`src/rtl/pwm_pkg.sv`:
```
// Shared servo PWM definitions for the capture block and the servo generator.
package pwm_pkg;

  typedef enum logic [1:0] {
    StArm,
    StWaitRise,
    StHigh,
    StLow
  } capture_state_e;

  localparam int unsigned CLK_PER_MS   = 100000;
  localparam int unsigned SERVO_PERIOD = 2000000;
  localparam int unsigned SERVO_MIN    = 100000;
  localparam int unsigned SERVO_MAX    = 200000;

endpackage

```
`src/rtl/sync_edge_det.sv`:
```
// Two-flop synchroniser for an asynchronous pin, with rise/fall pulses and a
// ready flag that rises once the synchroniser holds real pin samples.
module sync_edge_det (
  input  logic clk,
  input  logic res,
  input  logic din,
  output logic level,
  output logic rise,
  output logic fall,
  output logic ready
);

  logic       sync1_q;
  logic       sync2_q;
  logic       prev_q;
  logic [1:0] fill_q;

  always_ff @(posedge clk or negedge res) begin
    if (!res) begin
      sync1_q <= 1'b0;
      sync2_q <= 1'b0;
      prev_q  <= 1'b0;
      fill_q  <= 2'b00;
    end else begin
      sync1_q <= din;
      sync2_q <= sync1_q;
      prev_q  <= sync2_q;
      fill_q  <= {fill_q[0], 1'b1};
    end
  end

  assign level = sync2_q;
  assign rise  = sync2_q & ~prev_q;
  assign fall  = ~sync2_q & prev_q;
  // Reset zeros in the chain must not be mistaken for a low pin level.
  assign ready = fill_q[1];

endmodule

```
`src/rtl/pwm_capture.sv`:
```
// Measures high width and rising-to-rising period of an asynchronous PWM pin,
// producing one validated measurement per completed period.
module pwm_capture
  import pwm_pkg::*;
#(
  parameter int unsigned CNT_W    = 32,
  parameter int unsigned MIN_HIGH = 50000,
  parameter int unsigned MAX_HIGH = 250000,
  parameter int unsigned TIMEOUT  = 4000000
) (
  input  logic             clk,
  input  logic             res,
  input  logic             pwm_in,
  output logic [CNT_W-1:0] high_cnt,
  output logic [CNT_W-1:0] period_cnt,
  output logic             valid,
  output logic             range_err,
  output logic             lost
);

  localparam logic [CNT_W-1:0] CntOne      = CNT_W'(1);
  localparam logic [CNT_W-1:0] CntMin      = CNT_W'(MIN_HIGH);
  localparam logic [CNT_W-1:0] CntMax      = CNT_W'(MAX_HIGH);
  localparam logic [CNT_W-1:0] CntTimeout  = CNT_W'(TIMEOUT);
  localparam logic [CNT_W-1:0] CntLastTick = CNT_W'(TIMEOUT - 1);

  logic pin_level, pin_rise, pin_fall, sync_ready;

  sync_edge_det u_sync (
    .clk   (clk),
    .res   (res),
    .din   (pwm_in),
    .level (pin_level),
    .rise  (pin_rise),
    .fall  (pin_fall),
    .ready (sync_ready)
  );

  capture_state_e   state_q, state_d;
  logic [CNT_W-1:0] p_q, p_d;
  logic [CNT_W-1:0] h_tmp_q, h_tmp_d;
  logic [CNT_W-1:0] high_q, high_d;
  logic [CNT_W-1:0] period_q, period_d;
  logic             valid_q, valid_d;
  logic             err_q, err_d;
  logic             lost_q, lost_d;
  logic [CNT_W-1:0] p_inc;
  logic             p_expiring;

  assign p_inc      = (p_q >= CntTimeout) ? CntTimeout : p_q + CntOne;
  // The awaited edge takes priority when it lands on the last tick.
  assign p_expiring = (p_q >= CntLastTick);

  always_comb begin
    state_d  = state_q;
    p_d      = p_q;
    h_tmp_d  = h_tmp_q;
    high_d   = high_q;
    period_d = period_q;
    valid_d  = 1'b0;
    err_d    = err_q;
    lost_d   = lost_q;
    unique case (state_q)
      StArm: begin
        if (sync_ready && !pin_level) state_d = StWaitRise;
      end
      StWaitRise: begin
        if (pin_rise) begin
          p_d     = CntOne;
          state_d = StHigh;
        end
      end
      StHigh: begin
        if (pin_fall) begin
          h_tmp_d = p_q;
          p_d     = p_inc;
          state_d = StLow;
        end else if (p_expiring) begin
          lost_d  = 1'b1;
          p_d     = CntTimeout;
          state_d = StArm;
        end else begin
          p_d = p_inc;
        end
      end
      StLow: begin
        if (pin_rise) begin
          high_d   = h_tmp_q;
          period_d = p_q;
          valid_d  = 1'b1;
          err_d    = (h_tmp_q < CntMin) || (h_tmp_q > CntMax);
          lost_d   = 1'b0;
          p_d      = CntOne;
          state_d  = StHigh;
        end else if (p_expiring) begin
          lost_d  = 1'b1;
          p_d     = CntTimeout;
          state_d = StArm;
        end else begin
          p_d = p_inc;
        end
      end
      default: state_d = StArm;
    endcase
  end

  always_ff @(posedge clk or negedge res) begin
    if (!res) begin
      state_q  <= StArm;
      p_q      <= '0;
      h_tmp_q  <= '0;
      high_q   <= '0;
      period_q <= '0;
      valid_q  <= 1'b0;
      err_q    <= 1'b0;
      lost_q   <= 1'b0;
    end else begin
      state_q  <= state_d;
      p_q      <= p_d;
      h_tmp_q  <= h_tmp_d;
      high_q   <= high_d;
      period_q <= period_d;
      valid_q  <= valid_d;
      err_q    <= err_d;
      lost_q   <= lost_d;
    end
  end

  assign high_cnt   = high_q;
  assign period_cnt = period_q;
  assign valid      = valid_q;
  assign range_err  = err_q;
  assign lost       = lost_q;

endmodule

```
`config.mk`:
```
export PLATFORM = sky130hd
export DESIGN_NAME = pwm_capture
export DESIGN_NICKNAME = d
export VERILOG_FILES = /design/src/rtl/pwm_pkg.sv /design/src/rtl/sync_edge_det.sv /design/src/rtl/pwm_capture.sv
export SDC_FILE = /design/constraint.sdc
export NUM_CORES = 1
export LEC_CHECK = 0
export BUFFER_PORTS_ARGS = -buffer_cell sky130_fd_sc_hd__buf_2
export CORE_UTILIZATION = 45
export DETAILED_ROUTE_END_ITERATION = 10
export GPL_ROUTABILITY_DRIVEN = 0
export GPL_TIMING_DRIVEN = 1
export PLACE_DENSITY = 0.76
export SYNTH_ARGS = -nofsm -noshare
export SYNTH_HDL_FRONTEND = slang
export SYNTH_SLANG_ARGS = --single-unit
```
`constraint.sdc`:
```
create_clock -name clk -period 2.75 [get_ports clk]
set_input_delay 0.825 -clock clk [delete_from_list [all_inputs] [get_ports clk]]
set_output_delay 0.825 -clock clk [all_outputs]
set_load 0.005 [all_outputs]
```
==> out/metrics.yaml, run 1 <==
synthesis:
  synth_nets: 469
  syn-instance-count: 464
  avgSynthCellArea_um2: 12.6
  netlist_area_um2: 5830
  synthDistinctLibCells: 54
  ys_async_sr_fraction_pct: 100
  synth_seq_cells: 138
  synth_ff_type: "dfrtp_1"
  ys_seq_area_share_pct: 59.3
  synth.cells.most_frequent: "dfrtp_1, mux2_2, nand2_1, clkbuf_1, nor2_1"
  synth_area_leaders: "dfrtp_1, mux2_2, nand2_1"
  synth_edf_count: 0
  synth.most_common_cell: "dfrtp_1"
  synth_top_area_cell: "dfrtp_1"
  yosysWarningCount: 0
  yosysTopAreaCellShare_pct: 59.3
cts:
  clk_latency_ns: 0.42
  cts_hold_buffers: 0
  clock_sinks: 138
  h-tree-depth: 4
  ctsResizeCount: 0
  root_buffer: "clkbuf_16"
  cts_setup_buffers: 0
  cts.reportedPaths.clkPinSlew_ns: 0.06
  tritoncts: "built"
  cts_buffers: 17
  clk_path_buf_depth: 2
final_layout:
  area_delta_synth_final_pct: 20.1
  drive_gt1_share_pct: 37.9
  nets: 543
  n_antenna_cell: 0
setup_path:
  critical_path.max_stage_delay_ns: 0.58
  startpoint_type: "flop"
  end_kind: "flop"
  crit_family: "compound AO/OA/AOI/OAI gates"
  path_cells: "or4_1 > a211oi_1 > or3_4 > a21boi_4 > o21ai_4 > o211ai_1"
  worstPathArrival_ns: 2.69
  critical_path_depth: 6
  worstPathRequired_ns: 3.07
  path_buf_inv: 0
  path_max_fanout: 11
  r2r_cells: 6
  crit_type: "flop to flop"
  cp_slowest_cell: "or4_1"
timing:
  slew_headroom_pct: 28.3
  clock.fmax_mhz: 423
  whs_ns: 0.300
  tightest_slew_ns: 1.07
  final_hold_viol_count: 0
  fin_crit_sh_pct: 86.0
  report.final.slew_viol_count: 0
  rsz0062_at_grt: "no"
  fin_skew_ns: 0.00794
  period_needed_ns: 2.36
  setup_viol: 0
  fin_tns_setup_ns: 0
die:
  initial_core_util_pct: 46.2
  die_h_um: 116
  die_area_um2: 13400
  io_pins: 70
  die_w_um: 116
  num_rows: 41
  core_um2: 12600
drt:
  drc_errors: 0
  wl_per_cell_um: 17.9
  drtAntennaViolNets: 0
  drtIter0Drc: 289
  first_pass_iters: 5
  vias: 4005
  viasPerCell: 5.54
  wirelength_mm: 12.9
placement:
  hpwl_mm: 8.47
  port_buffers: 69
grt:
  grt_pass1_wl_mm: 21.3
  grt_max_degree: 74
  grt_pass1_vias: 4157
  gr-usage-all-layers_pct: 21.0
  overflow: 0
  antenna_found_initial: 0
worst_hold_path:
  min_path_type: "primary input to asynchronous set/reset pin"
flow_run:
  cap_violations: 0
power:
  p_leak_uw: 0.00358
  power.density_nw_per_um2: 751
  ir_drop_mv: 0.519
status:
  status: "complete, no violations"
## worst paths after layout
check,start,end,slack (ns)
hold / removal,res,high_cnt[26]$_DFFE_PN0P_,0.30
setup / recovery,p_q[14]$_DFFE_PN0P_,p_q[7]$_DFFE_PN0P_,0.39
hold reg to reg,u_sync.fill_q[0]$_DFF_PN0_,u_sync.fill_q[1]$_DFF_PN0_,0.37
setup reg to reg,p_q[14]$_DFFE_PN0P_,p_q[7]$_DFFE_PN0P_,0.39
max in group asynchronous,res,range_err$_DFFE_PN0P_,1.79
min in group clk,u_sync.fill_q[0]$_DFF_PN0_,u_sync.fill_q[1]$_DFF_PN0_,0.37
## placed cells by master (no fill, tap or decap), types with 2 or more instances in the layout
cell and instances:
clkinv_2 3, buf_2 68, inv_1 9, a311oi_1 3
o21ai_1 5, clkbuf_16 17, nand2b_1 4, ha_1 2
xor2_1 4, nand3_1 12, o211ai_1 3, nor2b_1 5
o21a_1 3, bufinv_16 3, buf_4 8, o221ai_1 7
a21oi_1 14, o21ai_0 15, buf_12 2, a31oi_1 2
nor2_1 16, nand2_1 35, mux2_2 89, dfrtp_1 138
clkinv_4 3, and2_1 4, nand4_1 7, nor3_1 14
and3_1 11, inv_6 3, or3_1 3, and4_1 2
nor4_1 7
## power breakdown
part | internal (uW) | leakage [uW] | total (uW) | switching, uW
Clock | 1460 | 0.000298 | 2340 | 886
Combinational | 270 | 0.00140 | 593 | 323
Sequential | 2190 | 0.00188 | 2320 | 130
Total | 3910 | 0.00358 | 5250 | 1340
## cell type report
cell class              count  area [um^2]
repair buffers             79          452
flip-flops and latches    138         3450
clock inverters            13          165
fillers                  1053         5620
multi-input cells         293         2230
well taps                 172          215
clock buffers              19          443
inverters                   9         33.8
## sequential cells by signal, indices dropped and copies added (netlist names)
| signal | flops |
|---|---|
| p_q | 32 |
| u_sync.level | 1 |
| u_sync.sync1_q | 1 |
| high_cnt | 32 |
| state_q | 2 |
| valid | 1 |
| h_tmp_q | 32 |
| range_err | 1 |
| period_cnt | 32 |
| lost | 1 |
| u_sync.fill_q | 2 |
| u_sync.prev_q | 1 |
## metal layers
layer  up-vias  GRT usage [%]  part of all wire [%]
met4         0           8.46                   1.4
met5         -              0                     0
met2       122           35.0                    50
met3        18           4.45                   4.6
met1      2033           26.7                    44
li1       1832              -                     -
## through the flow
step           std cells  utilization [%]  total power (uW)  instance area (um^2)  setup slack, ns
2_1_floorplan        464                -              2690                  5830            0.669
3_3_place_gp         691             50.6              2920                  6390            0.484
3_5_place_dp         691             50.6              2950                  6390            0.420
4_1_cts              723             55.4              5290                  7000            0.407
5_1_grt              723             55.4              5460                  7000            0.207
6_report             723             55.4              5250                  7000            0.385
## cell families after synthesis
logic type,count (synthesis),share of synthesized area (%)
AOI/OAI and AO/OA,68,8.40
xor gates and xnor gates,4,0.601
adders and majority gates,2,0.429
buffers and inverters,33,2.43
DFF,138,59.3
muxes,90,17.4
other,1,0.0644
and+or+nand+nor,128,11.4
No activity file was read; power rests on OpenSTA's default activity.
==> inputs of run 2 (changes only) <==
==> constraint.sdc (replaced) <==
create_clock -name clk -period 3.01 [get_ports clk]
set_input_delay 0.903 -clock clk [delete_from_list [all_inputs] [get_ports clk]]
set_output_delay 0.903 -clock clk [all_outputs]
set_load 0.005 [all_outputs]
==> run 2 against run 1 <==
  * Maximum frequency down 1.5%
  * Clock skew about the same
  * Clock power increased by 6%
  * Via count up 1.5%
  * Core utilization grew 0.74 points
  * Worst hold slack better by 0.054 ns
  * Largest cell class unchanged
  * Die area unchanged
  * Flip-flop and latch count did not move
  * Highest routed layer unchanged
  * Wire length fell by 1.2%
  * Sequential share of layout area shrank 0.65 points
  * Non-clock buffer count shrank 2
==> out/metrics.yaml, run 2 (synthesis results as in run 1) <==
status:
  status: "complete, no violations"  # unchanged
setup_path:
  startpoint_type: "flop"  # unchanged
  path_buf_inv: 0  # unchanged
  critical_path.max_stage_delay_ns: 0.75  # was 0.58 ns
  crit_family: "simple AND/OR/NAND/NOR gates"  # was compound AO/OA/AOI/OAI gates
  worstPathArrival_ns: 2.73  # was 2.69 ns
  path_max_fanout: 8  # was 11
  end_kind: "flop"  # unchanged
  path_cells: "nand3_1 > nor4_1 > nand2_1 > o21ai_0 > a21oi_1 > nor3_1"  # was or4_1 > a211oi_1 > or3_4 > a21boi_4 > o21ai_4 > o211ai_1
  cp_slowest_cell: "nor4_1"  # was or4_1
  worstPathRequired_ns: 3.34  # was 3.07 ns
  crit_type: "flop to flop"  # unchanged
timing:
  tightest_slew_ns: 0.845  # was 1.07 ns
  report.final.slew_viol_count: 0  # unchanged
  slew_headroom_pct: 43.2  # was 28.3%
  setup_viol: 0  # unchanged
  rsz0062_at_grt: "no"  # unchanged
  fin_tns_setup_ns: 0  # unchanged
  period_needed_ns: 2.40  # was 2.36 ns
  fin_skew_ns: 0.00780  # was 0.00794 ns
  final_hold_viol_count: 0  # unchanged
  clock.fmax_mhz: 416  # was 423 MHz
  fin_crit_sh_pct: 79.8  # was 86.0%
  fin_ws_ns: 0.609  # was 0.385 ns
cts:
  h-tree-depth: 4  # unchanged
  clock_sinks: 138  # unchanged
  tritoncts: "built"  # unchanged
  ctsResizeCount: 0  # unchanged
  cts_setup_buffers: 0  # unchanged
  cts_buffers: 17  # unchanged
  cts_hold_buffers: 0  # unchanged
  clk_latency_ns: 0.42  # about the same
  clk_path_buf_depth: 2  # unchanged
  cts.reportedPaths.clkPinSlew_ns: 0.06  # about the same
  root_buffer: "clkbuf_16"  # unchanged
power:
  comb_power_share_pct: 10.3  # was 11.3%
  p_switching_uw: 1240  # was 1340 uW
  ir_drop_mv: 0.591  # was 0.519 mV
  swShare_pct: 24.1  # was 25.5%
  intPower_uw: 3910  # about the same
  p_seq_share_pct: 41.5  # was 44.1%
  power.density_nw_per_um2: 726  # was 751 nW/um^2
  fin_total_pwr_uw: 5150  # was 5250 uW
  p_leak_uw: 0.00361  # was 0.00358 uW
  clkPwrFrac_pct: 48.2  # was 44.6%
grt:
  antenna_found_initial: 0  # unchanged
  overflow: 0  # unchanged
  grt_max_degree: 74  # unchanged
  gr-usage-all-layers_pct: 20.8  # was 21.0%
  grt_pass1_vias: 4168  # was 4157
  grt_pass1_wl_mm: 21.1  # was 21.3 mm
final_layout:
  nets: 541  # was 543
  area_delta_synth_final_pct: 21.7  # was 20.1%
  drive_gt1_share_pct: 37.9  # about the same
  n_antenna_cell: 0  # unchanged
  layout_commonest_cell: "dfrtp_1"  # unchanged
  fin_util_pct: 56.2  # was 55.4%
  n_fill_cell: 1041  # was 1053
  mostFrequentLayoutCells: "dfrtp_1, mux2_2, buf_2, nand2_1, clkbuf_16"  # unchanged
die:
  initial_core_util_pct: 46.2  # unchanged
  core_um2: 12600  # unchanged
  num_rows: 41  # unchanged
  io_pins: 70  # unchanged
  die_h_um: 116  # unchanged
  die_area_um2: 13400  # unchanged
  die_w_um: 116  # unchanged
drt:
  first_pass_iters: 5  # unchanged
  drtIter0Drc: 245  # was 289
  vias: 4066  # was 4005
  viasPerCell: 5.64  # was 5.54
  wirelength_mm: 12.8  # was 12.9 mm
  drc_errors: 0  # unchanged
  wl_per_cell_um: 17.7  # was 17.9 um
  drtAntennaViolNets: 0  # unchanged
placement:
  pre_cts_slack_ns: 0.658  # was 0.420 ns
  port_buffers: 69  # unchanged
  hpwl_mm: 8.40  # was 8.47 mm
worst_hold_path:
  min_path_type: "flop to flop"  # was primary input to asynchronous set/reset pin
flow_run:
  cap_violations: 0  # unchanged
run 2: cell count changes in the layout (fill, tap and decap cells not counted), moves of 2 or more:
cell       change
buf_4          -3
bufinv_16      +4
clkinv_2       -2
clkinv_4       -2
run 2: final cells by class:
cell class,count,area [um^2],share of cell area [%]
clock inverter,14,265,3.74
tap,172,215,3.04
inverter,9,33.8,0.476
clock buffer,18,439,6.19
multi-input combinational,293,2230,31.5
timing repair buffer,77,449,6.33
sequential,138,3450,48.7
run 2: path summary, 6_finish.rpt:
check                                    startpoint                  endpoint  slack, ns  depth (start not counted)
hold / removal             u_sync.sync1_q$_DFF_PN0_    u_sync.level$_DFF_PN0_       0.35                          0
max in group asynchronous                       res    h_tmp_q[0]$_DFFE_PN0P_       1.83                          2
min in group asynchronous                       res  high_cnt[29]$_DFFE_PN0P_       0.49                          1
setup reg to reg                 p_q[2]$_DFFE_PN0P_       p_q[19]$_DFFE_PN0P_       0.61                          6
hold reg to reg            u_sync.sync1_q$_DFF_PN0_    u_sync.level$_DFF_PN0_       0.35                          0
setup / recovery                 p_q[2]$_DFFE_PN0P_       p_q[19]$_DFFE_PN0P_       0.61                          6
run 2: per-stage QoR:
step	instance area, um^2	cells	hold slack [ns]
2_1_floorplan	5830	464	0.331
3_3_place_gp	6390	689	0.334
3_5_place_dp	6390	689	0.347
4_1_cts	7090	721	0.360
5_1_grt	7090	721	0.361
6_report	7090	721	0.354
run 2: power groups by stage:
stage	logic (uW)	clock network [uW]	registers [uW]
floorplan	333	0	2120
detailed placement	531	0	2160
CTS	542	2510	2140
global placement	512	0	2150
finish	529	2480	2130
global route	587	2590	2150
run 2: routing by layer:
metal | wire length [um] | track usage, %
met4 | 238 | 8.46
met1 | 5480 | 25.9
met3 | 660 | 5.28
met2 | 6400 | 34.8
met5 | 0 | 0
